<file path="src/rtl/follower_pkg.sv">
// Shared types and constants for the line-follower station-ID path.
package follower_pkg;

  localparam int ID_W = 8;
  localparam int BC_PRD_W = 22;
  localparam logic [ID_W-1:0] ID_RSVD_MASK = 8'hC0;

  typedef enum logic [2:0] {
    IDLE,
    START,
    WAIT_FALL,
    SAMPLE,
    DONE
  } bc_state_t;

  // Station IDs with either reserved top bit set are not valid stations.
  function automatic logic id_ok(input logic [ID_W-1:0] id);
    return (id & ID_RSVD_MASK) == '0;
  endfunction

endpackage

</file>
<file path="src/rtl/bc_sync.sv">
// Barcode line synchronizer: two metastability flops plus one history flop
// for falling-edge detect. Flops preset to 1 so reset looks like an idle line.
module bc_sync (
  input  logic clk,
  input  logic rst,
  input  logic bc,
  output logic bc_s,
  output logic fall
);

  logic [2:0] sync;

  always_ff @(posedge clk or posedge rst) begin
    if (rst) sync <= 3'b111;
    else     sync <= {sync[1:0], bc};
  end

  assign bc_s = sync[1];
  assign fall = sync[2] & ~sync[1];

endmodule

</file>
<file path="src/rtl/barcode_rdr.sv">
// Station-ID barcode reader: measures the start-bit low width and samples each
// data bit that many cycles after its falling edge. Macro BC_ID_CHECK_EN rejects reserved IDs.
module barcode_rdr
  import follower_pkg::*;
#(
  parameter int PRD_W = BC_PRD_W
) (
  input  logic            clk,
  input  logic            rst,
  input  logic            BC,
  input  logic            clr_ID_vld,
  output logic [ID_W-1:0] ID,
  output logic            ID_vld,
  output logic            in_frame
);

  bc_state_t        state, state_nxt;
  logic [PRD_W-1:0] dur_cnt;
  logic [PRD_W-1:0] low_len;
  logic [2:0]       bit_cnt;
  logic [ID_W-1:0]  shft;
  logic             bc_s, fall;
  logic             dur_clr, dur_inc, len_ld, smp, done, accept;

  bc_sync u_sync (
    .clk  (clk),
    .rst  (rst),
    .bc   (BC),
    .bc_s (bc_s),
    .fall (fall)
  );

`ifdef BC_ID_CHECK_EN
  assign accept = id_ok(shft);
`else
  assign accept = 1'b1;
`endif

  always_ff @(posedge clk or posedge rst) begin
    if (rst) state <= IDLE;
    else     state <= state_nxt;
  end

  always_comb begin
    state_nxt = state;
    dur_clr   = 1'b0;
    dur_inc   = 1'b0;
    len_ld    = 1'b0;
    smp       = 1'b0;
    done      = 1'b0;
    case (state)
      IDLE: begin
        if (fall) begin
          dur_clr   = 1'b1;
          state_nxt = START;
        end
      end
      START: begin
        if (!bc_s) begin
          dur_inc = 1'b1;
        end else begin
          len_ld    = 1'b1;
          state_nxt = WAIT_FALL;
        end
      end
      WAIT_FALL: begin
        if (fall) begin
          dur_clr   = 1'b1;
          state_nxt = SAMPLE;
        end
      end
      SAMPLE: begin
        dur_inc = 1'b1;
        if (dur_cnt == low_len) begin
          smp       = 1'b1;
          state_nxt = (bit_cnt == 3'd7) ? DONE : WAIT_FALL;
        end
      end
      DONE: begin
        done      = 1'b1;
        state_nxt = IDLE;
      end
      default: state_nxt = IDLE;
    endcase
  end

  // Duration counter saturates so an over-long start bit cannot alias short.
  always_ff @(posedge clk or posedge rst) begin
    if (rst) begin
      dur_cnt <= '0;
      low_len <= '0;
      bit_cnt <= '0;
      shft    <= '0;
    end else begin
      if (dur_clr)
        dur_cnt <= '0;
      else if (dur_inc && (dur_cnt != '1))
        dur_cnt <= dur_cnt + 1'b1;
      if (len_ld) begin
        low_len <= dur_cnt;
        bit_cnt <= '0;
      end
      if (smp) begin
        shft    <= {shft[ID_W-2:0], bc_s};
        bit_cnt <= bit_cnt + 1'b1;
      end
    end
  end

  // A load in DONE takes priority over a coincident clear.
  always_ff @(posedge clk or posedge rst) begin
    if (rst) begin
      ID       <= '0;
      ID_vld   <= 1'b0;
      in_frame <= 1'b0;
    end else begin
      in_frame <= (state_nxt != IDLE);
      if (done) begin
        if (accept) begin
          ID     <= shft;
          ID_vld <= 1'b1;
        end
      end else if (clr_ID_vld) begin
        ID_vld <= 1'b0;
      end
    end
  end

endmodule

</file>
<file path="config.mk">
export PLATFORM = sky130hd
export DESIGN_NAME = barcode_rdr
export DESIGN_NICKNAME = d
export VERILOG_FILES = /design/src/rtl/follower_pkg.sv /design/src/rtl/bc_sync.sv /design/src/rtl/barcode_rdr.sv
export SDC_FILE = /design/constraint.sdc
export NUM_CORES = 1
export LEC_CHECK = 0
export ABC_AREA = 1
export ABC_CLOCK_PERIOD_IN_PS = 2650
export CAP_MARGIN = 25
export CELL_PAD_IN_SITES_DETAIL_PLACEMENT = 0
export CELL_PAD_IN_SITES_GLOBAL_PLACEMENT = 1
export CORE_ASPECT_RATIO = 0.75
export CORE_MARGIN = 2
export CORE_UTILIZATION = 45
export CTS_CLUSTER_SIZE = 24
export DETAILED_ROUTE_END_ITERATION = 6
export PLACE_DENSITY = 0.75
export SYNTH_ARGS = -nofsm -noshare
export SYNTH_HDL_FRONTEND = slang
export SYNTH_SLANG_ARGS = --single-unit
</file>
<file path="constraint.sdc">
create_clock -name clk -period 2.65 [get_ports clk]
set_input_delay 0.53 -clock clk [delete_from_list [all_inputs] [get_ports clk]]
set_output_delay 0.53 -clock clk [all_outputs]
set_load 0.01 [all_outputs]
</file>
Word level (Yosys, flattened, before mapping). Cells that the tools add are included.

Equality and inequality tests: 7. Reduce and logical (&&, ||, !) cells: 7. Add/subtract/negate cells: 2. Bitwise gates (word level): 2. Muxes and demuxes: 21.

Operators with widths (count): $mux 22 (2); $add 22x1->22 const B (1); $eq 22x22->1 (1); $ne 22x22->1 const B (1); $mux 3 (7); $pmux 3 s4 (1); $mux 1 (10); $eq 3x2->1 const B (2); $eq 3x3->1 const B (2); $reduce_bool 2->1 (3); $add 3x1->3 const B (1); $eq 3x1->1 const B (1); $logic_not 3->1 (1); $reduce_bool 3->1 (1); $pmux 1 s2 (1); $reduce_or 2->1 (1); $and 1x1->1 (1); $logic_and 1x1->1 (1); $not 1->1 (1).

Word-level logic and storage cells: 48. Output and inout bits: 10. Register bits: 71. Input bits: 4.

Depth between registers and ports, before layout. Gate-level depths: netlist of run 1.

Word-level depth: 5. Depth in mapped cells: 12. Depth with buffers taken out: 11.

Modules after synthesis. From an unflattened synthesis of run 1, not the netlist that was laid out.

Cells, all modules: 485. Area, all modules: 3676.0 um^2.

By module, submodules not included: barcode_rdr (cells each 479, sequential area each 1701.6 um^2, area each 3583.4 um^2, instances 1); bc_sync (cells each 6, sequential area each 78.8 um^2, area each 92.6 um^2, instances 1).

Least setup slack after synthesis of run 1. No wires, ideal clock.

Kind: register -> register. Start: register dur_cnt[1]. End: register dur_cnt[17]. Arrival time: 1618 ps. Setup time: 118 ps. Path buffers: 1. Data required time: 2532 ps. Cell stages (with the launch flop): 12. Path slack: 913 ps. Period minus slack after synthesis: 1737 ps. Path through: dfrtp_1 > ha_1 > nand2_2 > nor2_2 > nand2_2 > nor2_2 > nand2_2 > nand2_4 > inv_2 > buf_2 > nand4_1 > nand2_1.

Word-level cells in the longest chain between the ends: 3. Elaborated cells on any way between the ends: 6. Those cells by class: add/sub: 1; eq/ne: 1; mux: 2; reduce/logical: 2.

Ends and longest elaborated chain: start, declared (RTL line barcode_rdr.sv:18) `logic [PRD_W-1:0] dur_cnt;`; start signal, assigned (RTL line barcode_rdr.sv:98) `dur_cnt <= dur_cnt + 1'b1;`; $add 22x1->22 / $ne 22x22->1 (equally long branches) (RTL line barcode_rdr.sv:98, barcode_rdr.sv:97); $mux 22 / $logic_and 1x1->1 (equally long branches) (RTL line barcode_rdr.sv:97) `else if (dur_inc && (dur_cnt != '1))`; $mux 22 / $reduce_bool 2->1 (equally long branches).

Parallel ways exist; a longest one is shown, timed or not. The select of a mux whose other input is x is not followed. A chain may end at the register's enable or synchronous reset.

Final worst setup path of run 1.
Start: register dur_cnt[0]. End: register dur_cnt[21].

The elaborated chain is that of the path after synthesis.

==> results of run 1 <==
through the flow:
step,cells,total power [uW],cell area [um^2],util [%]
6_report,631,2886,4177,52.52
5_1_grt,631,3090,4177,52.52
4_1_cts,631,2918,4177,52.52
3_5_place_dp,615,2035,3981,50.06
3_3_place_gp,615,2018,3981,50.06
2_1_floorplan,506,1844,3732,-
power by group through the flow:
| stage | Clock, uW | Sequential (uW) | Combinational, uW |
|---|---|---|---|
| after detailed placement | 0 | 1320 | 714 |
| final | 876 | 1300 | 708 |
| after CTS | 902 | 1300 | 715 |
| after global placement | 0 | 1320 | 702 |
| after global routing | 953 | 1320 | 816 |
| after floorplan | 0 | 1290 | 554 |
cells in the final DEF (no fill, tap or decap):
cell type and count:
sky130_fd_sc_hd__clkbuf_8 9, sky130_fd_sc_hd__nand2_2 3, sky130_fd_sc_hd__dfstp_2 3, sky130_fd_sc_hd__nand4_1 20, sky130_fd_sc_hd__xnor2_1 1, sky130_fd_sc_hd__nor3_2 1
sky130_fd_sc_hd__ha_1 3, sky130_fd_sc_hd__clkinv_4 1, sky130_fd_sc_hd__dfrtp_1 68, sky130_fd_sc_hd__nand3_1 26, sky130_fd_sc_hd__clkinv_2 1, sky130_fd_sc_hd__buf_4 6
sky130_fd_sc_hd__clkinvlp_4 2, sky130_fd_sc_hd__o21ai_0 32, sky130_fd_sc_hd__o21ai_1 8, sky130_fd_sc_hd__or2_2 2, sky130_fd_sc_hd__nand2_1 192, sky130_fd_sc_hd__inv_2 9
sky130_fd_sc_hd__clkbuf_1 1, sky130_fd_sc_hd__xor2_1 11, sky130_fd_sc_hd__buf_12 1, sky130_fd_sc_hd__inv_6 2, sky130_fd_sc_hd__nor3_4 1, sky130_fd_sc_hd__nor2_1 41
sky130_fd_sc_hd__o211ai_1 1, sky130_fd_sc_hd__inv_1 51, sky130_fd_sc_hd__clkdlybuf4s50_1 13, sky130_fd_sc_hd__a21oi_1 2, sky130_fd_sc_hd__bufinv_16 1, sky130_fd_sc_hd__nand2_4 2
sky130_fd_sc_hd__nor2_2 3, sky130_fd_sc_hd__mux2_2 1, sky130_fd_sc_hd__nor3_1 8
final cells by class:
class | instances | area, um^2 | share of cell area [%]
Clock buffer | 10 | 127.6 | 3.056
Timing Repair Buffer | 20 | 195.2 | 4.673
Sequential cell | 71 | 1780 | 42.63
Tap cell | 105 | 131.4 | 3.146
Clock inverter | 6 | 67.56 | 1.618
Multi-Input combinational cell | 358 | 1640 | 39.27
Inverter | 61 | 234.0 | 5.602
per-layer routing:
metal / vias to the layer above / global-route usage (%) / wire, um / part of all wire (%)
met5: - / 0 / 0 / 0
met4: 0 / 5.245 / 82 / 0.95
met3: 9 / 4.474 / 399 / 4.6
met2: 68 / 28.63 / 3384 / 39
met1: 1437 / 35.97 / 4797 / 55
li1: 1623 / - / - / -
flip-flops by register name, summed over array words and instances, names as in the netlist:
signal       flops
ID               8
ID_vld           1
bit_cnt          3
dur_cnt         22
in_frame         1
low_len         22
shft             8
state            3
u_sync.sync      3
kinds of logic (layout without fill, tap and decap cells):
family | count (synthesis) | count (layout) | synth area share [%]
AOI/OAI and AO/OA | 43 | 43 | 5.833
and+or+nand+nor | 299 | 299 | 33.93
muxes | 1 | 1 | 0.3017
buffers and inverters | 77 | 97 | 8.414
DFF | 71 | 71 | 47.70
adders and majority gates | 3 | 3 | 1.006
xor gates and xnor gates | 12 | 12 | 2.816
final timing paths:
path	endpoint	slack, ns
min in group asynchronous	dur_cnt[15]	0.58
max	dur_cnt[21]	0.51
max reg2reg	dur_cnt[21]	0.51
max in group asynchronous	dur_cnt[2]	1.42
min reg2reg	u_sync.sync[1]	0.36
min	u_sync.sync[1]	0.36
worst max-delay path: stages (launching register included):
cell,delay (ns)
sky130_fd_sc_hd__dfrtp_1,0.52
sky130_fd_sc_hd__ha_1,0.37
sky130_fd_sc_hd__nand2_2,0.12
sky130_fd_sc_hd__nor2_2,0.24
sky130_fd_sc_hd__nand2_2,0.10
sky130_fd_sc_hd__nor2_2,0.17
sky130_fd_sc_hd__nand2_2,0.08
sky130_fd_sc_hd__nand2_4,0.08
sky130_fd_sc_hd__nand2_4,0.08
sky130_fd_sc_hd__clkinv_4,0.16
sky130_fd_sc_hd__nand2_1,0.08
sky130_fd_sc_hd__nand2_1,0.07
==> impl_metrics.ini, run 1 <==
[power_and_ir_drop]
share_of_total_power_in_the_clock_network_pct = 30.4
worst_voltage_drop_across_the_vdd_grid_v = 0.0003658
power-per-cell-area_mw_per_mm2 = 691.0
power_leakage_uw = 0.002051
power.share.combinational_pct = 24.5
switching_share_pct = 35.49
power.internal_uw = 1862
power.switching_uw = 1024
p_seq_share_pct = 45.1

[route]
detail_route.wl_per_cell_um = 13.73
detailedRoute.firstIterationViolations = 221
drt_pre_antenna_iters = 5
route.detailed.drc = 0
viasPerCell = 4.971
dr_total_vias = 3137
final_antenna_net_count = 0
aggregate_routed_wire_length_mm = 8.663

[timing]
fmax_ghz = 0.4664
finalSetupTns_ns = 0
holdWs_ns = 0.3608
setup_clock_skew_after_layout_ns = 0.01489
layout_setup_ws_ns = 0.5061
finalCritPeriodShare_pct = 80.90
finalWorstPathRequiredPeriod_ns = 2.144
setup-violations-final = 0
worst_pin_slew_ns = 0.6633
drv_slew = 0
slew_headroom_pct = 55.44
timing_hold_violations_final = 0
grt_setup_unrepaired = no

[clock_tree]
clkSlewWorstSetupHoldPaths_ns = 0.08
clock_latency_ns = 0.35
post-cts-setup-buffers = 0
hold_buffers = 0
clockBufferDepth = 2
clock_tree.htree_level_count = 3
clkSinkCount = 71
cts-buffers-inserted = 9
post_cts.resized_instances = 0
ctsRootBufferMaster = sky130_fd_sc_hd__clkbuf_8
cts_tree = built

[job]
max_cap_violations = 0

[critical_path]
rr_worst_depth = 11
timing.setup.critical_path_class = reg -> reg
worstPathMaxFanout = 19
worstSetupStartpointType = register
critical_path_startpoint = dur_cnt[0]
cp.required_ns = 2.94
crit_path_end_kind = register
r2r-start = dur_cnt[0]
worst-endpoint-arrival_ns = 2.43

[floorplan]
chipHeight_um = 82.87
overall_die_area_mm2 = 0.009046
fp-row-count = 28
top_level_ports = 14
die-width_um = 109.2
initial_core_utilization_pct = 46.93
core_area_mm2 = 0.007953

[outcome]
outcome = finished clean

[logic_synthesis]
synthesis.instances = 506
synthTopCellsByArea = sky130_fd_sc_hd__dfrtp_1 (46%), sky130_fd_sc_hd__nand2_1 (19%), sky130_fd_sc_hd__inv_1 (5.2%)
synthDominantAreaCellType = sky130_fd_sc_hd__dfrtp_1
synth_enable_flop_cells = 0
synth.lib_cells_used.distinct = 29
synth_commonest_cells = sky130_fd_sc_hd__nand2_1 (192), sky130_fd_sc_hd__dfrtp_1 (68), sky130_fd_sc_hd__inv_1 (52)
async_reset_ff_share_pct = 100.0
area_of_the_mapped_netlist_mm2 = 0.003732
most_repeated_cell_in_the_gate_level_netlist_after_synthesis = sky130_fd_sc_hd__nand2_1
ys_seq_elements = 71
post_synth.cell_area_avg_um2 = 7.376
synth_nets = 513
synth_top_area_share_pct = 45.59
seq_area_frac_synth_pct = 47.70
ys.warnings.count = 0
dominantRegCellSynth = sky130_fd_sc_hd__dfrtp_1

[global_routing]
grt.total_usage_pct = 21.82
globalRoute.totalOverflow = 0
maximum_number_of_pins_on_one_net_before_global_route_repair = 31
first_pass_grt_wire_length_mm = 15.24
vias_in_the_first_global_route = 2976
grt_antenna_before_repair = 0

[final_layout]
final_nets = 528
area_growth_syn_to_layout_pct = 11.90
drive_above_1_share_pct = 9.125
final.fill_count = 790
num_antenna_cells = 0

[placed_design]
place_worst_setup_slack_ns = 0.5608
detailed_place_hpwl_mm = 6.433
gp_congestion = 0.8782
place.port_buffers = 13

[hold_path]
worst_hold_path.num_cells = 0
worstHoldPathType = reg -> reg
hold_start = u_sync.sync[0]
Power figures use the tool's default switching activity.
==> run 2, diff against run 1 <==
Settings changed: ABC_CLOCK_PERIOD_IN_PS 2650 to 2050.
Clock period 2.65 ns to 2.05 ns, I/O delays scaled along.
==> run 2 against run 1 <==
  * Wire length rose by 3.1%
  * Sequential power is 28% higher
  * Cell area is 2.4% higher
  * Total power grew 37%
  * Global-route usage rose by 0.60 points
  * Clock power up 42%
  * Critical path depth down 1
  * Combinational power rose by 47%
  * Setup slack got worse by 0.30 ns
  * Die area stayed put
  * Fmax grew 16%
  * Highest routed layer unchanged
==> impl_metrics.ini, run 2 (synthesized netlist as in run 1, its figures left out) <==
[final_layout]
drive_above_1_share_pct = 11.05
final_nets = 536
layout.cells.most_common_list = sky130_fd_sc_hd__nand2_1 (192), sky130_fd_sc_hd__dfrtp_1 (64), sky130_fd_sc_hd__inv_1 (51)
final.fill_count = 773
area_growth_syn_to_layout_pct = 14.62
ff_latch_area_mm2 = 0.001785
multiInputGateArea_mm2 = 0.001640
num_antenna_cells = 0
mostFrequentLayoutCell = sky130_fd_sc_hd__nand2_1
largest_registers = dur_cnt (22), low_len (22)

[timing]
slew_headroom_pct = 62.65
finalWorstPathRequiredPeriod_ns = 1.842
holdWs_ns = 0.3585
fmax_ghz = 0.5429
finalCritPeriodShare_pct = 89.85
finalSetupTns_ns = 0
worst_pin_slew_ns = 0.5590
setup_clock_skew_after_layout_ns = 0.007031
grt_setup_unrepaired = no
drv_slew = 0
setup-violations-final = 0
timing_hold_violations_final = 0

[clock_tree]
hold_buffers = 0
clock_tree.htree_level_count = 3
clock_latency_ns = 0.36
ctsRootBufferMaster = sky130_fd_sc_hd__clkbuf_8
cts_tree = built
clockBufferDepth = 2
cts-buffers-inserted = 9
clkSlewWorstSetupHoldPaths_ns = 0.07
clkSinkCount = 71

[placed_design]
detailed_place_hpwl_mm = 6.560
place.port_buffers = 13
gp_congestion = 0.8691

[route]
drt_pre_antenna_iters = 5
aggregate_routed_wire_length_mm = 8.930
route.detailed.drc = 0
final_antenna_net_count = 0
detailedRoute.firstIterationViolations = 192
viasPerCell = 4.998
detail_route.wl_per_cell_um = 13.97
dr_total_vias = 3194

[job]
max_cap_violations = 0

[critical_path]
worstPathBufferInverterCount = 2
worstPathMaxFanout = 19
cell_breakdown_of_the_critical_path = inv_2, nor3_4, nand2_2, nor2_2, nand2_2, nand2_4, nand2_4, clkinv_4, nand2_1, nand2_1
worst-endpoint-arrival_ns = 2.14
timing.setup.critical_path_class = reg -> reg
cp.required_ns = 2.35
max_stage_delay_ns = 0.45
crit_path_leading_delay_family = simple AND/OR/NAND/NOR gates
worstSetupStartpointType = register
timing.critical_path.slowest_stage_cell = sky130_fd_sc_hd__dfrtp_1
crit_path_end_kind = register

[power_and_ir_drop]
power-per-cell-area_mw_per_mm2 = 921.7
power_leakage_uw = 0.002103
worst_voltage_drop_across_the_vdd_grid_v = 0.0005124

[global_routing]
first_pass_grt_wire_length_mm = 15.50
maximum_number_of_pins_on_one_net_before_global_route_repair = 24
vias_in_the_first_global_route = 3046
grt_antenna_before_repair = 0
grt.total_usage_pct = 22.42
globalRoute.totalOverflow = 0

[outcome]
outcome = finished clean

[floorplan]
die-width_um = 109.2
overall_die_area_mm2 = 0.009046
core_area_mm2 = 0.007953
fp-row-count = 28
initial_core_utilization_pct = 46.93
top_level_ports = 14
chipHeight_um = 82.87

[hold_path]
worstHoldPathType = reg -> reg
run 2: changes by cell type in the layout (fill, tap and decap cells not counted), sizes merged:
cell and delta:
buf +8, inv -3, clkbuf +2, bufinv +1, clkinv +1, clkinvlp -1
run 2: final timing paths:
check / start / endpoint / slack, ns / depth (start not counted)
worst max register to register: dur_cnt[7] / dur_cnt[19] / 0.21 / 10
max in group asynchronous: rst / dur_cnt[5] / 1.09 / 3
worst min-delay path: u_sync.sync[0] / u_sync.sync[1] / 0.36 / 0
worst min register to register: u_sync.sync[0] / u_sync.sync[1] / 0.36 / 0
min in group asynchronous: rst / ID_vld / 0.46 / 2
worst max-delay path: dur_cnt[7] / dur_cnt[19] / 0.21 / 10
run 2: where the power goes:
part	switching (uW)	leakage (uW)	internal, uW
combinational	708	0.00104	328
sequential	107	0.000956	1560
clock	524	0.000110	715
run 2: routing by layer:
layer	share of wire, %	GRT usage (%)	vias up
met5	0	0	-
met4	1.4	8.159	0
met3	4.7	5.573	12
met2	40	29.70	56
met1	54	34.81	1496
li1	-	-	1630
run 2: timing repair:
| item | 4_1_cts | 5_1_grt |
|---|---|---|
| resized for setup | 0 | 4 |
| endpoints found under the setup margin | 0 | 27 |
| setup buffers | 0 | 3 |
run 2: final cells by class:
type	instances	share of cell area, %
clock buffers	12	3.393
clock inverters	4	1.638
inverters	61	5.557
multi-input cells	358	38.34
flip-flops and latches	71	41.74
well taps	105	3.071
repair buffers	28	6.259
run 2: worst register-to-register path, cell delays in order, from the launching register on:
cell	delay [ns]
sky130_fd_sc_hd__dfrtp_1	0.45
sky130_fd_sc_hd__inv_2	0.09
sky130_fd_sc_hd__nor3_4	0.27
sky130_fd_sc_hd__nand2_2	0.13
sky130_fd_sc_hd__nor2_2	0.22
sky130_fd_sc_hd__nand2_2	0.11
sky130_fd_sc_hd__nand2_4	0.09
sky130_fd_sc_hd__nand2_4	0.08
sky130_fd_sc_hd__clkinv_4	0.18
sky130_fd_sc_hd__nand2_1	0.09
sky130_fd_sc_hd__nand2_1	0.08
run 2: stage by stage:
step / total power [uW] / instances / setup slack, ns / util [%] / area [um^2]
3_3_place_gp: 2666 / 620 / 0.07804 / 50.74 / 4035
4_1_cts: 3936 / 636 / 0.02431 / 53.45 / 4250
6_report: 3943 / 639 / 0.2081 / 53.79 / 4278
3_5_place_dp: 2681 / 620 / 0.03171 / 50.74 / 4035
5_1_grt: 4210 / 639 / 0.03346 / 53.79 / 4278
2_1_floorplan: 2384 / 506 / 0.3132 / - / 3736
==> run 3, diff against run 2 <==
Settings changed: CELL_PAD_IN_SITES_DETAIL_PLACEMENT 0 to unset, CELL_PAD_IN_SITES_GLOBAL_PLACEMENT 1 to unset, CTS_BUF_LIST set to sky130_fd_sc_hd__clkbuf_4, PLACE_DENSITY 0.75 to 0.72.
==> run 3 against run 2 <==
  * Wire length is 5.2% lower
  * Count of clock-buffer cells in the layout is 3 lower
  * Critical path depth is 1 higher
  * Register-to-register slack worse by 0.03 ns
  * Hold slack worse by 0.069 ns
  * Combinational power is 4% lower
  * Cell area is 2.1% lower
  * Flip-flop and latch count stayed put
  * Highest routed layer unchanged
  * Utilization is 1.1 points lower
==> impl_metrics.ini, run 3 (synthesized netlist as in run 1, its figures left out) <==
[floorplan]
overall_die_area_mm2 = 0.009046
core_area_mm2 = 0.007953
chipHeight_um = 82.87
top_level_ports = 14
die-width_um = 109.2
fp-row-count = 28
initial_core_utilization_pct = 46.93

[power_and_ir_drop]
power.internal_uw = 2361
switching_share_pct = 35.82
power.switching_uw = 1318
share_of_total_power_in_the_clock_network_pct = 27.8
worst_voltage_drop_across_the_vdd_grid_v = 0.0005470
p_seq_share_pct = 45.2
power-per-cell-area_mw_per_mm2 = 878.2
power_leakage_uw = 0.002063
power.share.combinational_pct = 27.0

[route]
drt_pre_antenna_iters = 4
final_antenna_net_count = 0
detailedRoute.firstIterationViolations = 261
route.detailed.drc = 0
viasPerCell = 5.135
aggregate_routed_wire_length_mm = 8.462
dr_total_vias = 3261
detail_route.wl_per_cell_um = 13.33

[placed_design]
place.port_buffers = 13
detailed_place_hpwl_mm = 6.272
gp_congestion = 0.9738

[global_routing]
vias_in_the_first_global_route = 2970
grt.met1_usage_pct = 33.09
gr-max-usage-layer = met1
globalRoute.totalOverflow = 0
maximum_number_of_pins_on_one_net_before_global_route_repair = 28
grt_antenna_before_repair = 0
grt.total_usage_pct = 20.85
first_pass_grt_wire_length_mm = 14.72
groute.layer.met3.usage_pct = 5.024
grt_util_met2_pct = 27.72

[clock_tree]
cts-buffers-inserted = 9
clockBufferDepth = 2
clkSlewWorstSetupHoldPaths_ns = 0.12
cts_tree = built
clock_tree.htree_level_count = 3
post-cts-setup-buffers = 0
clkSinkCount = 71
hold_buffers = 0
clock_latency_ns = 0.43
ctsRootBufferMaster = sky130_fd_sc_hd__clkbuf_4
post_cts.resized_instances = 0

[final_layout]
area_growth_syn_to_layout_pct = 12.24
num_antenna_cells = 0
layout.cells.most_common_list = sky130_fd_sc_hd__nand2_1 (192), sky130_fd_sc_hd__dfrtp_1 (68), sky130_fd_sc_hd__inv_1 (51)
final_nets = 532
drive_above_1_share_pct = 9.811
mostFrequentLayoutCell = sky130_fd_sc_hd__nand2_1
largest_registers = dur_cnt (22), low_len (22)

[timing]
fmax_ghz = 0.5351
timing_hold_violations_final = 0
grt_setup_unrepaired = no
finalWorstPathRequiredPeriod_ns = 1.869
holdWs_ns = 0.2899
finalSetupTns_ns = 0
slew_headroom_pct = 63.12
finalCritPeriodShare_pct = 91.16
setup-violations-final = 0
setup_clock_skew_after_layout_ns = 0.01284
worst_pin_slew_ns = 0.5512
drv_slew = 0

[critical_path]
worstSetupStartpointType = register
worst-endpoint-arrival_ns = 2.23
reg2reg_setup_slack_ns = 0.18
timing.setup.critical_path_class = reg -> reg
rr_worst_depth = 11
crit_path_end_kind = register
worstPathMaxFanout = 19
cp.required_ns = 2.41
r2r-start = dur_cnt[1]
crit-reg2reg-capture = dur_cnt[5]

[outcome]
outcome = finished clean

[job]
max_cap_violations = 0

[hold_path]
worstHoldPathType = in -> async
run 3: worst max path at each step:
stage | slack, ns | to | cells past startpoint | start
finish | 0.18 | dur_cnt[5] | 11 | dur_cnt[1]
global route | 0.02 | dur_cnt[10] | 11 | dur_cnt[1]
CTS | 0.20 | dur_cnt[16] | 11 | dur_cnt[1]
detailed placement | 0.23 | dur_cnt[6] | 11 | dur_cnt[1]
global placement | 0.31 | shft[1] | 10 | dur_cnt[7]
floorplan | 0.31 | dur_cnt[17] | 11 | dur_cnt[1]
run 3: final cells by class:
class,count,area [um^2]
clock buffers,9,67.56
clock inverters,7,93.84
fillers,717,3764
inverters,61,237.7
multi-input cells,358,1640
flip-flops and latches,71,1780
well taps,105,131.4
repair buffers,24,237.7
run 3: power by group through the flow:
stage	clock network [uW]	registers, uW	logic [uW]
2_1_floorplan	0	1670	717
3_3_place_gp	0	1680	951
3_5_place_dp	0	1690	993
4_1_cts	1040	1660	993
5_1_grt	1110	1680	1130
6_report	1020	1660	995
run 3: metrics by stage:
step / setup WS (ns) / cell area, um^2 / utilization [%] / total power (uW) / instances
6_report: 0.1813 / 4189 / 52.67 / 3679 / 635
5_1_grt: 0.01978 / 4189 / 52.67 / 3915 / 635
4_1_cts: 0.2023 / 4189 / 52.67 / 3699 / 635
3_5_place_dp: 0.2291 / 4028 / 50.65 / 2680 / 619
3_3_place_gp: 0.3097 / 4028 / 50.65 / 2631 / 619
2_1_floorplan: 0.3132 / 3736 / - / 2384 / 506
run 3: routing by layer:
| metal | routed length, um | share of wire [%] | up-vias |
|---|---|---|---|
| met5 | 0 | 0 | - |
| met4 | 150 | 1.8 | 0 |
| met3 | 499 | 5.9 | 16 |
| met2 | 3434 | 41 | 92 |
| met1 | 4378 | 52 | 1534 |
| li1 | - | - | 1619 |
run 3: worst max-delay path, cell delays in order, from the launching register on:
cell	delay [ns]
sky130_fd_sc_hd__dfrtp_1	0.43
sky130_fd_sc_hd__ha_1	0.32
sky130_fd_sc_hd__nand2_2	0.11
sky130_fd_sc_hd__nor2_2	0.12
sky130_fd_sc_hd__nand2_2	0.08
sky130_fd_sc_hd__nor2_2	0.17
sky130_fd_sc_hd__nand2_2	0.08
sky130_fd_sc_hd__nand2_4	0.09
sky130_fd_sc_hd__nand2_4	0.08
sky130_fd_sc_hd__clkinv_4	0.16
sky130_fd_sc_hd__nand2_1	0.08
sky130_fd_sc_hd__nand2_1	0.06
